--- config.mk ---
export PLATFORM = sky130hd
export DESIGN_NAME = bz_tone_recorder
export DESIGN_NICKNAME = d
export VERILOG_FILES = /design/src/rtl/bz_tone_recorder.sv
export SDC_FILE = /design/constraint.sdc
export NUM_CORES = 1
export LEC_CHECK = 0
export CELL_PAD_IN_SITES_DETAIL_PLACEMENT = 0
export CELL_PAD_IN_SITES_GLOBAL_PLACEMENT = 1
export CORE_MARGIN = 4
export CORE_UTILIZATION = 50
export DETAILED_ROUTE_END_ITERATION = 10
export PLACE_DENSITY = 0.85
export SKIP_LAST_GASP = 1
export SYNTH_ARGS = -nofsm -noshare
export SYNTH_HDL_FRONTEND = slang
export SYNTH_SLANG_ARGS = --single-unit
--- constraint.sdc ---
create_clock -name i_clk -period 8.3 [get_ports i_clk]
set_clock_uncertainty 0.2 [all_clocks]
set_input_delay 1.66 -clock i_clk [delete_from_list [all_inputs] [get_ports i_clk]]
set_output_delay 1.66 -clock i_clk [all_outputs]
set_load 0.005 [all_outputs]
--- src/rtl/bz_tone_recorder.sv ---
// rtl/bz_tone_recorder.sv - square-wave note recorder producing (period, beat) records
//
// Purpose:
//   Watches a square-wave tone, measures the period and the length of each
//   note, and queues one (period, beat) record per note in a small FIFO.
//   Software uses the records to verify or replay melodies played on the buzzer.
//
// Ports:
//   i_clk          system clock
//   i_rstn         asynchronous active-low reset
//   i_en           recorder enable; low aborts any note and returns to IDLE (FIFO kept)
//   i_tone_in      asynchronous square-wave input
//   o_rec_valid    FIFO head record available
//   i_rec_ready    head is popped when o_rec_valid & i_rec_ready
//   o_rec_period   head record: note period in clk cycles
//   o_rec_beat     head record: note length in beat units, saturated at 15
//   o_busy         recorder is inside a note (state != IDLE)
//   o_overflow     sticky: a record was dropped because the FIFO was full
//   i_ovf_clr      synchronous clear of o_overflow (a drop in the same cycle wins)

module bz_tone_recorder #(
   parameter int PERIOD_W    = 20,
   parameter int BEAT_UNIT   = 12_500_000,
   parameter int SILENCE_CYC = 1_000_000,
   parameter int TOL         = 8,
   parameter int FIFO_DEPTH  = 4
) (
   input  logic                i_clk,
   input  logic                i_rstn,
   input  logic                i_en,
   input  logic                i_tone_in,
   output logic                o_rec_valid,
   input  logic                i_rec_ready,
   output logic [PERIOD_W-1:0] o_rec_period,
   output logic [3:0]          o_rec_beat,
   output logic                o_busy,
   output logic                o_overflow,
   input  logic                i_ovf_clr
);

   localparam int PRESC_W = $clog2(BEAT_UNIT + 1);
   localparam int AW      = $clog2(FIFO_DEPTH);

   localparam logic [PERIOD_W-1:0] LP_SIL        = PERIOD_W'(SILENCE_CYC);
   localparam logic [PERIOD_W:0]   LP_TOL        = (PERIOD_W+1)'(TOL);
   localparam logic [PRESC_W-1:0]  LP_PRESC_LAST = PRESC_W'(BEAT_UNIT - 1);

   typedef enum logic [1:0] {
      ST_IDLE  = 2'd0,
      ST_ACQ   = 2'd1,
      ST_TRACK = 2'd2
   } state_t;

   // ------------------------------------------------------------------
   // Input synchroniser and rising-edge detect
   // ------------------------------------------------------------------
   logic [2:0] r_sync;
   logic       w_rise;

   always_ff @(posedge i_clk or negedge i_rstn) begin
      if (!i_rstn) begin
         r_sync <= '0;
      end else begin
         r_sync <= {r_sync[1:0], i_tone_in};
      end
   end

   assign w_rise = r_sync[1] & ~r_sync[2];

   // ------------------------------------------------------------------
   // Period counter: value at a rise equals cycles since the previous rise
   // ------------------------------------------------------------------
   logic [PERIOD_W-1:0] r_per_cnt;
   logic                w_silence;

   always_ff @(posedge i_clk or negedge i_rstn) begin
      if (!i_rstn) begin
         r_per_cnt <= '0;
      end else if (!i_en) begin
         r_per_cnt <= '0;
      end else if (w_rise) begin
         r_per_cnt <= PERIOD_W'(1);
      end else if (r_per_cnt != '1) begin
         r_per_cnt <= r_per_cnt + PERIOD_W'(1);
      end
   end

   // A rise landing on the very cycle the limit is reached still counts as a rise.
   assign w_silence = (r_per_cnt == LP_SIL) && !w_rise;

   // ------------------------------------------------------------------
   // Lock comparison, unsigned with one extra bit so nothing wraps
   // ------------------------------------------------------------------
   logic [PERIOD_W-1:0] r_lock;
   logic [PERIOD_W:0]   w_diff;
   logic                w_match;

   assign w_diff  = (r_per_cnt >= r_lock) ? ({1'b0, r_per_cnt} - {1'b0, r_lock})
                                          : ({1'b0, r_lock} - {1'b0, r_per_cnt});
   assign w_match = (w_diff <= LP_TOL);

   // ------------------------------------------------------------------
   // FSM
   // ------------------------------------------------------------------
   state_t      r_state;
   state_t      w_state_nxt;
   logic        w_start;
   logic        w_lock_load;
   logic        w_close;
   logic [3:0]  w_close_beat;
   logic [3:0]  r_beat;
   logic [3:0]  r_beat_snap;

   always_ff @(posedge i_clk or negedge i_rstn) begin
      if (!i_rstn) begin
         r_state <= ST_IDLE;
      end else begin
         r_state <= w_state_nxt;
      end
   end

   always_comb begin
      w_state_nxt  = r_state;
      w_start      = 1'b0;
      w_lock_load  = 1'b0;
      w_close      = 1'b0;
      w_close_beat = r_beat_snap;
      case (r_state)
         ST_IDLE: begin
            if (i_en && w_rise) begin
               w_state_nxt = ST_ACQ;
               w_start     = 1'b1;
            end
         end
         ST_ACQ: begin
            if (w_rise) begin
               w_state_nxt = ST_TRACK;
               w_lock_load = 1'b1;
            end else if (w_silence) begin
               // A lone edge is a glitch: no record.
               w_state_nxt = ST_IDLE;
            end
         end
         ST_TRACK: begin
            if (w_rise) begin
               if (!w_match) begin
                  // Pitch change: close the old note at this rise and open
                  // a new, already-locked note on the same edge.
                  w_close      = 1'b1;
                  w_close_beat = r_beat;
                  w_start      = 1'b1;
                  w_lock_load  = 1'b1;
               end
            end else if (w_silence) begin
               w_close     = 1'b1;
               w_state_nxt = ST_IDLE;
            end
         end
         default: w_state_nxt = ST_IDLE;
      endcase
      if (!i_en) begin
         w_state_nxt = ST_IDLE;
      end
   end

   assign o_busy = (r_state != ST_IDLE);

   always_ff @(posedge i_clk or negedge i_rstn) begin
      if (!i_rstn) begin
         r_lock <= '0;
      end else if (w_lock_load) begin
         r_lock <= r_per_cnt;
      end
   end

   // ------------------------------------------------------------------
   // Beat timer. The note-start cycle is cycle 0 of the note, so the
   // timer is zeroed combinationally in that cycle and advanced from
   // there; at a rise k cycles into a note r_beat equals floor(k/BEAT_UNIT).
   // ------------------------------------------------------------------
   logic [PRESC_W-1:0] r_presc;
   logic [PRESC_W-1:0] w_presc_cur;
   logic [3:0]         w_beat_cur;

   assign w_presc_cur = w_start ? '0 : r_presc;
   assign w_beat_cur  = w_start ? 4'd0 : r_beat;

   always_ff @(posedge i_clk or negedge i_rstn) begin
      if (!i_rstn) begin
         r_presc <= '0;
         r_beat  <= 4'd0;
      end else if (!i_en) begin
         r_presc <= '0;
         r_beat  <= 4'd0;
      end else if (w_presc_cur == LP_PRESC_LAST) begin
         r_presc <= '0;
         r_beat  <= (w_beat_cur != 4'd15) ? (w_beat_cur + 4'd1) : w_beat_cur;
      end else begin
         r_presc <= w_presc_cur + PRESC_W'(1);
         r_beat  <= w_beat_cur;
      end
   end

   always_ff @(posedge i_clk or negedge i_rstn) begin
      if (!i_rstn) begin
         r_beat_snap <= 4'd0;
      end else if (!i_en) begin
         r_beat_snap <= 4'd0;
      end else if (w_rise) begin
         r_beat_snap <= w_beat_cur;
      end
   end

   // ------------------------------------------------------------------
   // Close -> push stage. Not gated by i_en so a close decided in the
   // cycle enable falls still reaches the FIFO.
   // ------------------------------------------------------------------
   logic                r_push;
   logic [PERIOD_W-1:0] r_push_period;
   logic [3:0]          r_push_beat;
   logic                w_push;

   always_ff @(posedge i_clk or negedge i_rstn) begin
      if (!i_rstn) begin
         r_push        <= 1'b0;
         r_push_period <= '0;
         r_push_beat   <= 4'd0;
      end else begin
         r_push        <= w_close;
         r_push_period <= r_lock;
         r_push_beat   <= w_close_beat;
      end
   end

   // Zero-beat notes are dropped silently and never flag overflow.
   assign w_push = r_push && (r_push_beat != 4'd0);

   // ------------------------------------------------------------------
   // Record FIFO, first-word fall-through
   // ------------------------------------------------------------------
   logic [PERIOD_W-1:0] r_mem_period [FIFO_DEPTH];
   logic [3:0]          r_mem_beat   [FIFO_DEPTH];
   logic [AW:0]         r_wr_ptr;
   logic [AW:0]         r_rd_ptr;
   logic                w_empty;
   logic                w_full;
   logic                w_pop;
   logic                w_wr;
   logic                w_drop;

   assign w_empty = (r_wr_ptr == r_rd_ptr);
   assign w_full  = (r_wr_ptr[AW] != r_rd_ptr[AW]) &&
                    (r_wr_ptr[AW-1:0] == r_rd_ptr[AW-1:0]);
   assign w_pop   = !w_empty && i_rec_ready;
   // When full, a simultaneous pop frees the slot being written.
   assign w_wr    = w_push && (!w_full || w_pop);
   assign w_drop  = w_push && w_full && !w_pop;

   always_ff @(posedge i_clk or negedge i_rstn) begin
      if (!i_rstn) begin
         for (int i = 0; i < FIFO_DEPTH; i++) begin
            r_mem_period[i] <= '0;
            r_mem_beat[i]   <= 4'd0;
         end
         r_wr_ptr <= '0;
         r_rd_ptr <= '0;
      end else begin
         if (w_wr) begin
            r_mem_period[r_wr_ptr[AW-1:0]] <= r_push_period;
            r_mem_beat[r_wr_ptr[AW-1:0]]   <= r_push_beat;
            r_wr_ptr                       <= r_wr_ptr + 1'b1;
         end
         if (w_pop) begin
            r_rd_ptr <= r_rd_ptr + 1'b1;
         end
      end
   end

   assign o_rec_valid  = !w_empty;
   assign o_rec_period = r_mem_period[r_rd_ptr[AW-1:0]];
   assign o_rec_beat   = r_mem_beat[r_rd_ptr[AW-1:0]];

   always_ff @(posedge i_clk or negedge i_rstn) begin
      if (!i_rstn) begin
         o_overflow <= 1'b0;
      end else if (w_drop) begin
         o_overflow <= 1'b1;
      end else if (i_ovf_clr) begin
         o_overflow <= 1'b0;
      end
   end

endmodule

==> key figures, run 1 <==
Layout
  – Antenna diodes: 0
  – Share of layout cells above drive strength 1: 17.06%
  – Fin nets: 1144
  – Area growth syn-to-layout: 12.22%
  – Core Util, Final: 56.94%

STA
  – Pins Over Slew Limit: 0
  – Least-Margin Pin Slew: 1.151 ns
  – Slew margin rel.: 22.93%
  – Fmax: 147.8 MHz
  – Fin Setup TNS: 0 ns
  – Endpoints failing setup: 0
  – Fin crit period: 6.765 ns
  – RSZ-0062 raised after global routing: no
  – Setup ws final: 1.535 ns
  – Final period utilization: 81.50%
  – Final hold violation count: 0
  – Fin Hold WS: 0.1553 ns

Global route
  – Global-route wire length before repair: 44530 µm
  – Initial antenna violation count: 0
  – GRT overflow: 0
  – GRT Resource Usage Total: 21.13%
  – Pin count of the biggest net entering global routing: 134
  – Vias in the first global route: 8136

Place
  – Hpwl dp: 19240 µm
  – Port bufs: 32
  – Placement Setup Slack: 1.703 ns
  – GPL Wtd Cong: 0.9198

Die
  – Die Area: 25460 µm²
  – Initial cell density of the core: 50.74%
  – I/O Pins: 33
  – Die W: 159.6 µm
  – Core footprint: 22640 µm²
  – Chip Height: 159.6 µm
  – Cell Rows: 55

Pwr
  – VDD IR-drop max: 0.1298 mV
  – Seq pwr share: 39.6%
  – Total power: 2.738 mW
  – Leak: 5.883 nW
  – Comb pwr share: 19.8%
  – Power Internal: 1.975 mW
  – Pwr per Cell Area: 212.4 nW/µm²
  – Power share of the clock group: 40.6%
  – Switching power: 762.9 µW
  – Sw Ratio: 27.87%

Synthesis
  – Synthesized area per cell: 10.78 µm²
  – FFs w/ async S/R, synth: 100.0%
  – Post-synth EDFFs: 0
  – Post-Syn Area: 11490 µm²
  – Yosys warns: 0
  – Syn Inst Count: 1066
  – Main synth FF type: dfrtp_1
  – Number of synthesized register bits: 205
  – Post-synth net total: 1125
  – Seq/Total Area, Yosys: 44.66%
  – Library cells used by synthesis: 70

Drt
  – DRT Pass-1 Iters: 5
  – Metal2 WL: 12110 µm
  – Met3 wire length: 1559 µm
  – Remaining routing DRC violations: 0
  – Initial DRC Count: 728
  – Via/cell ratio: 5.996
  – Total number of vias: 8316
  – Max Used Layer: met4
  – Wirelength per Cell: 19.35 µm
  – Wl on met1: 12630 µm
  – Antenna Violating Nets Remaining: 0
  – Routed Wire Length: 26830 µm

Clocking
  – Post-CTS Hold Buffers: 0
  – Clock sinks: 205
  – CTS tree: yes
  – Root Buffer: clkbuf_16
  – Resize count post-CTS: 0
  – CTS max path bufs: 3
  – Htree depth: 1
  – Reg clk slew, reported paths: 0.06 ns
  – Setup bufs post-CTS: 0
  – Clock latency on the worst-skew pair: 0.51 ns
  – Inserted Clock Buffers: 23

Worst setup path
  – Critical Path RT: 8.48 ns
  – CP Launch Type: flop
  – CP Max Fanout: 28
  – CP arrival: 6.95 ns
  – Crit path capture type: flop
  – Setup Crit Path Kind: reg -> reg

Flow run
  – Maxcap violations: 0

Run status
  – Outcome: finished, final reports clean

Worst hold path
  – Tightest Hold Check Type: reg -> reg
## routing by layer
layer / track usage (%) / vias to the layer above
met5: 0 / -
met1: 31.34 / 4153
met4: 4.694 / 0
met2: 33.13 / 236
met3: 3.236 / 32
li1: - / 3895
## through the flow
stage | instances | area [µm²]
after global placement | 1345 | 12050
after global routing | 1387 | 12890
after floorplan | 1066 | 11490
after CTS | 1387 | 12890
final | 1387 | 12890
after detailed placement | 1345 | 12050
## Yosys cell counts (8+ instances only)
cell / count / share of area (%)
dfrtp_1: 205 / 45
mux2_2: 101 / 9.9
nor2_1: 76 / 2.5
inv_1: 60 / 2.0
nand2_1: 54 / 1.8
a21oi_1: 53 / 2.3
ha_1: 53 / 5.8
xnor2_1: 41 / 3.1
o21ai_0: 38 / 1.7
nand3_1: 35 / 1.5
clkbuf_1: 31 / 1.0
mux2i_1: 31 / 2.7
mux4_2: 24 / 4.7
nand4_1: 19 / 1.0
nor3_1: 16 / 0.70
and2_1: 14 / 0.76
buf_2: 14 / 0.61
o211ai_1: 14 / 0.91
nor4_1: 13 / 0.71
xor2_1: 13 / 0.99
nand2b_1: 11 / 0.60
a21o_1: 9 / 0.59
and4_1: 9 / 0.69
o21ai_1: 9 / 0.39
nor2b_1: 8 / 0.44
o2111ai_1: 8 / 0.61
## cells by family after synthesis
family / count (synthesis) / synth area share (%)
AND/OR/NAND/NOR: 287 / 12.84
flip-flops: 205 / 44.66
AO/OA/AOI/OAI: 201 / 11.46
multiplexers: 156 / 17.31
buffers and inverters: 110 / 3.845
XOR/XNOR: 54 / 4.117
adder cells (fa/ha/maj): 53 / 5.773
## critical path, stage by stage, from the launching register on
cell       delay, ns
dfrtp_1         0.54
inv_1           0.15
ha_1            0.50
nand2_1         0.22
o31ai_1         0.52
nand2_1         0.14
o211ai_1        0.93
nor3_1          0.11
nor4bb_1        0.45
o2111ai_1       0.34
nor4_4          0.29
buf_4           0.30
or2_1           0.24
and2_1          0.16
ha_1            0.24
nand4_1         0.19
nor4_1          0.22
buf_4           0.20
inv_1           0.13
a31oi_1         0.29
mux2i_1         0.22
nor2_1          0.05
## placed cells by master (no fill, tap or decap), types with 4 or more instances in the layout
master / Yosys / final
and3_1: 7 / 7
ha_1: 53 / 53
nor2b_1: 8 / 8
a211oi_1: 4 / 4
buf_4: 3 / 12
mux4_2: 24 / 24
clkbuf_1: 31 / 5
o21ai_0: 38 / 38
a21o_1: 9 / 9
o21bai_1: 7 / 7
o211ai_1: 14 / 14
and4_1: 9 / 9
a32o_1: 4 / 4
bufinv_16: 0 / 6
dfrtp_1: 205 / 204
o21ai_1: 9 / 8
clkbuf_16: 0 / 23
o21a_1: 7 / 7
nor4_1: 13 / 13
xnor2_1: 41 / 41
nor3_1: 16 / 16
mux2_2: 101 / 101
or3_1: 7 / 7
mux2i_1: 31 / 31
a21oi_1: 53 / 53
clkdlybuf4s50_1: 0 / 31
a31oi_1: 7 / 7
a21boi_0: 4 / 4
and2_1: 14 / 14
nand2_1: 54 / 54
nor2_1: 76 / 76
nand3_1: 35 / 35
xor2_1: 13 / 13
nand4_1: 19 / 19
inv_1: 60 / 60
nand2b_1: 11 / 11
or4_1: 4 / 4
o2111ai_1: 8 / 8
## flip-flops by register name, indices dropped and copies added, names as in the netlist, 2 cells and up
name	cells
r_beat_snap	4
r_state	2
r_mem_beat	16
r_presc	24
r_wr_ptr	3
r_sync	3
r_push_beat	4
r_push_period	20
r_per_cnt	20
r_lock	20
r_rd_ptr	3
r_beat	4
r_mem_period	80
## area by class of cell
type / count / area (µm²)
flip-flops and latches: 205 / 5131
inverters: 60 / 225.2
multi-input cells: 751 / 5919
repair buffers: 44 / 414.1
clock buffers: 30 / 621.8
clock inverters: 12 / 222.7
fillers: 1859 / 9749
well taps: 285 / 356.6
## power groups by stage
stage,clock network (mW),registers (mW),logic [mW]
CTS,1.14,1.09,0.536
finish,1.11,1.09,0.541
floorplan,0,1.05,0.436
global placement,0,1.11,0.534
detailed placement,0,1.11,0.532
global route,1.19,1.09,0.588
## worst paths after layout
path,slack (ns),start,end,cells past startpoint
min in group asynchronous,1.14,i_rstn,r_mem_period[46],1
worst max-delay path,1.54,r_per_cnt[15],r_beat[1],21
worst max register to register,1.54,r_per_cnt[15],r_beat[1],21
worst min-delay path,0.16,r_sync[0],r_sync[1],0
worst min register to register,0.16,r_sync[0],r_sync[1],0
max in group asynchronous,5.21,i_rstn,r_presc[20],2
(Power assumes the default switching activity.)
==> inputs of run 2 (changes only) <==
Settings changed: CORE_UTILIZATION 50 to 45, PLACE_DENSITY 0.85 to 0.81.
Clock period 8.3 ns to 6.2 ns, I/O delays scaled along.
==> run 2 against run 1 <==
  * Critical path depth down 3
  * Sequential power up 32%
  * Largest cell class unchanged
  * Global-route usage down 1.5 points
  * Non-clock buffer count up 6
  * Power up 27%
  * Routed wire length up 3.3%
  * Fmax up 19%
==> key figures, run 2 (same netlist as run 1, synthesis figures left out) <==
Run status
  – Outcome: finished, final reports clean

Layout
  – Max reg flops: 80 (unchanged)
  – Flip-flop and latch area: 5131 µm² (unchanged)
  – Non-filler cells, final: 1432 (+3.2%)
  – Fillcell total: 2204 (+19%)
  – Top reg by flops: r_mem_period
  – Fin nets: 1148 (+0.35%)
  – Biggest regs: r_mem_period (80), r_presc (24)
  – Area of the multi-input gates: 5929 µm² (+0.17%)
  – Most common cell after layout, fill and taps aside: dfrtp_1
  – Share of layout cells above drive strength 1: 17.70% (+0.64 points)
  – Most frequent cells in the layout: 204 x dfrtp_1, 101 x mux2_2, 76 x nor2_1
  – Antenna diodes: 0 (unchanged)
  – Area growth syn-to-layout: 12.00%
  – Core Util, Final: 51.09% (-5.8 points)

Worst setup path
  – Crit path capture type: flop
  – Buf+Inv Stages, Crit Path: 2 (-2)
  – FF-to-FF path depth: 18 (-14%)
  – CP Max Fanout: 10 (-64%)
  – Reg2reg start: r_per_cnt[8]
  – Crit. path cell count: 18 (-14%)
  – Setup Crit Path Kind: reg -> reg
  – Slowest cell on the critical path: or4_1
  – Critical Path RT: 6.36 ns (-2.12 ns)
  – CP cell instances: inv_1 > ha_2 > nand4_1 > or2_0 > o41a_1 > o211a_2 > or4_1 > a221o_1 > nor4_4 > or2_1 > and2_1 > ha_1 > nand4_1 > nor4_1 > inv_1 > a31oi_1 > mux2i_1 > nor2_1
  – CP arrival: 5.86 ns (-1.09 ns)
  – CP startpoint: r_per_cnt[8]
  – CP Launch Type: flop
  – Largest stage delay, worst path: 0.54 ns (-0.39 ns)
  – Crit path max-delay family: simple AND/OR/NAND/NOR gates

Die
  – Chip Height: 167.8 µm (+5.1%)
  – Initial cell density of the core: 45.62% (-5.1 points)
  – Cell Rows: 58 (+5.5%)
  – Die Area: 28150 µm² (+11%)
  – Core footprint: 25180 µm² (+11%)
  – I/O Pins: 33 (unchanged)
  – Die W: 167.8 µm (+5.1%)

Worst hold path
  – Hold path cells: 0 (unchanged)
  – Hold Path Origin: r_sync[0]
  – Tightest Hold Check Type: reg -> reg

STA
  – Least-Margin Pin Slew: 0.9070 ns (-0.2440 ns)
  – RSZ-0062 raised after global routing: no
  – Fin Setup TNS: 0 ns (unchanged)
  – Fmax: 175.2 MHz (+19%)
  – Pins Over Slew Limit: 0 (unchanged)
  – Slew margin rel.: 39.53% (+17 points)
  – Final period utilization: 92.05% (+11 points)
  – Final hold violation count: 0 (unchanged)
  – Setup ws final: 0.4927 ns (-1.043 ns)
  – Fin crit period: 5.707 ns (-1.057 ns)
  – Endpoints failing setup: 0 (unchanged)

Drt
  – Antenna Violating Nets Remaining: 0 (unchanged)
  – Total number of vias: 8358 (+0.51%)
  – Routed Wire Length: 27710 µm (+3.3%)
  – Initial DRC Count: 707 (-2.9%)
  – DRT Pass-1 Iters: 5 (unchanged)
  – Remaining routing DRC violations: 0 (unchanged)
  – Wirelength per Cell: 19.35 µm (about the same)
  – Via/cell ratio: 5.837 (-2.7%)

Pwr
  – Leak: 5.837 nW (-0.78%)
  – Sw Ratio: 29.66% (+1.8 points)
  – Seq pwr share: 41.4% (+1.8 points)
  – VDD IR-drop max: 0.3452 mV (+170%)
  – Pwr per Cell Area: 270.3 nW/µm² (+27%)
  – Power share of the clock group: 36.5% (-4.1 points)
  – Switching power: 1.032 mW (+35%)
  – Comb pwr share: 22.1% (+2.3 points)
  – Power Internal: 2.446 mW (+24%)

Global route
  – GRT Resource Usage Total: 19.61% (-1.5 points)
  – Pin count of the biggest net entering global routing: 113 (-16%)
  – Vias in the first global route: 8480 (+4.2%)
  – Initial antenna violation count: 0 (unchanged)
  – Global-route wire length before repair: 45530 µm (+2.3%)
  – GRT overflow: 0 (unchanged)

Clocking
  – Htree depth: 1 (unchanged)
  – Clock latency on the worst-skew pair: 0.49 ns (-0.02 ns)
  – Reg clk slew, reported paths: 0.06 ns (about the same)
  – CTS max path bufs: 3 (unchanged)
  – Clock sinks: 205 (unchanged)
  – Inserted Clock Buffers: 21 (-8.7%)
  – Root Buffer: clkbuf_16
  – CTS tree: yes

Place
  – GPL Wtd Cong: 0.9718 (+5.7%)
  – Post-Place Cells: 1394 (+3.6%)
  – Hpwl dp: 19870 µm (+3.3%)
  – Port bufs: 32 (unchanged)
  – Placement Setup Slack: 0.2810 ns (-1.422 ns)

Flow run
  – Maxcap violations: 0 (unchanged)
==> run 2: timing repair <==
item / 4_1_cts / 5_1_grt
resized for setup: 0 / 4
endpoints found under the setup margin: 0 / 21
hold buffers: 0 / 0
setup buffers: 0 / 2
==> run 2: per-stage QoR <==
| step | instance area (µm²) | hold slack, ns | power (mW) |
|---|---|---|---|
| after floorplan | 11490 | 0.1312 | 1.991 |
| after global placement | 12150 | 0.1743 | 2.224 |
| after detailed placement | 12150 | 0.1733 | 2.221 |
| after CTS | 12840 | 0.1873 | 3.504 |
| after global routing | 12870 | 0.1910 | 3.648 |
| final | 12870 | 0.1879 | 3.478 |
==> run 2: layout make-up <==
class	instances	share of cell area, %
clock buffer	23	4.143
clock inverter	13	1.264
inverter	60	1.750
multi-input combinational	751	46.09
sequential	205	39.88
tap	330	3.209
timing repair buffer	50	3.666
==> run 2: worst paths after layout <==
kind	endpoint	slack, ns
setup / recovery	r_beat[1]	0.49
hold / removal	r_sync[1]	0.19
setup reg to reg	r_beat[1]	0.49
hold reg to reg	r_sync[1]	0.19
max in group asynchronous	r_mem_period[8]	4.10
min in group asynchronous	r_wr_ptr[1]	0.68
==> run 2: routing by layer <==
| metal | track usage [%] | wire (µm) | part of all wire (%) |
|---|---|---|---|
| met2 | 32.06 | 12680 | 46 |
| met5 | 0 | 0 | 0 |
| met3 | 2.324 | 1200 | 4.3 |
| met4 | 5.540 | 802 | 2.9 |
| met1 | 27.86 | 13020 | 47 |
==> run 2: power by group through the flow <==
stage / sequential [mW] / combinational (mW) / clock [mW]
6_report: 1.44 / 0.768 / 1.27
5_1_grt: 1.46 / 0.832 / 1.36
4_1_cts: 1.44 / 0.754 / 1.31
3_5_place_dp: 1.47 / 0.751 / 0
3_3_place_gp: 1.47 / 0.755 / 0
2_1_floorplan: 1.41 / 0.584 / 0
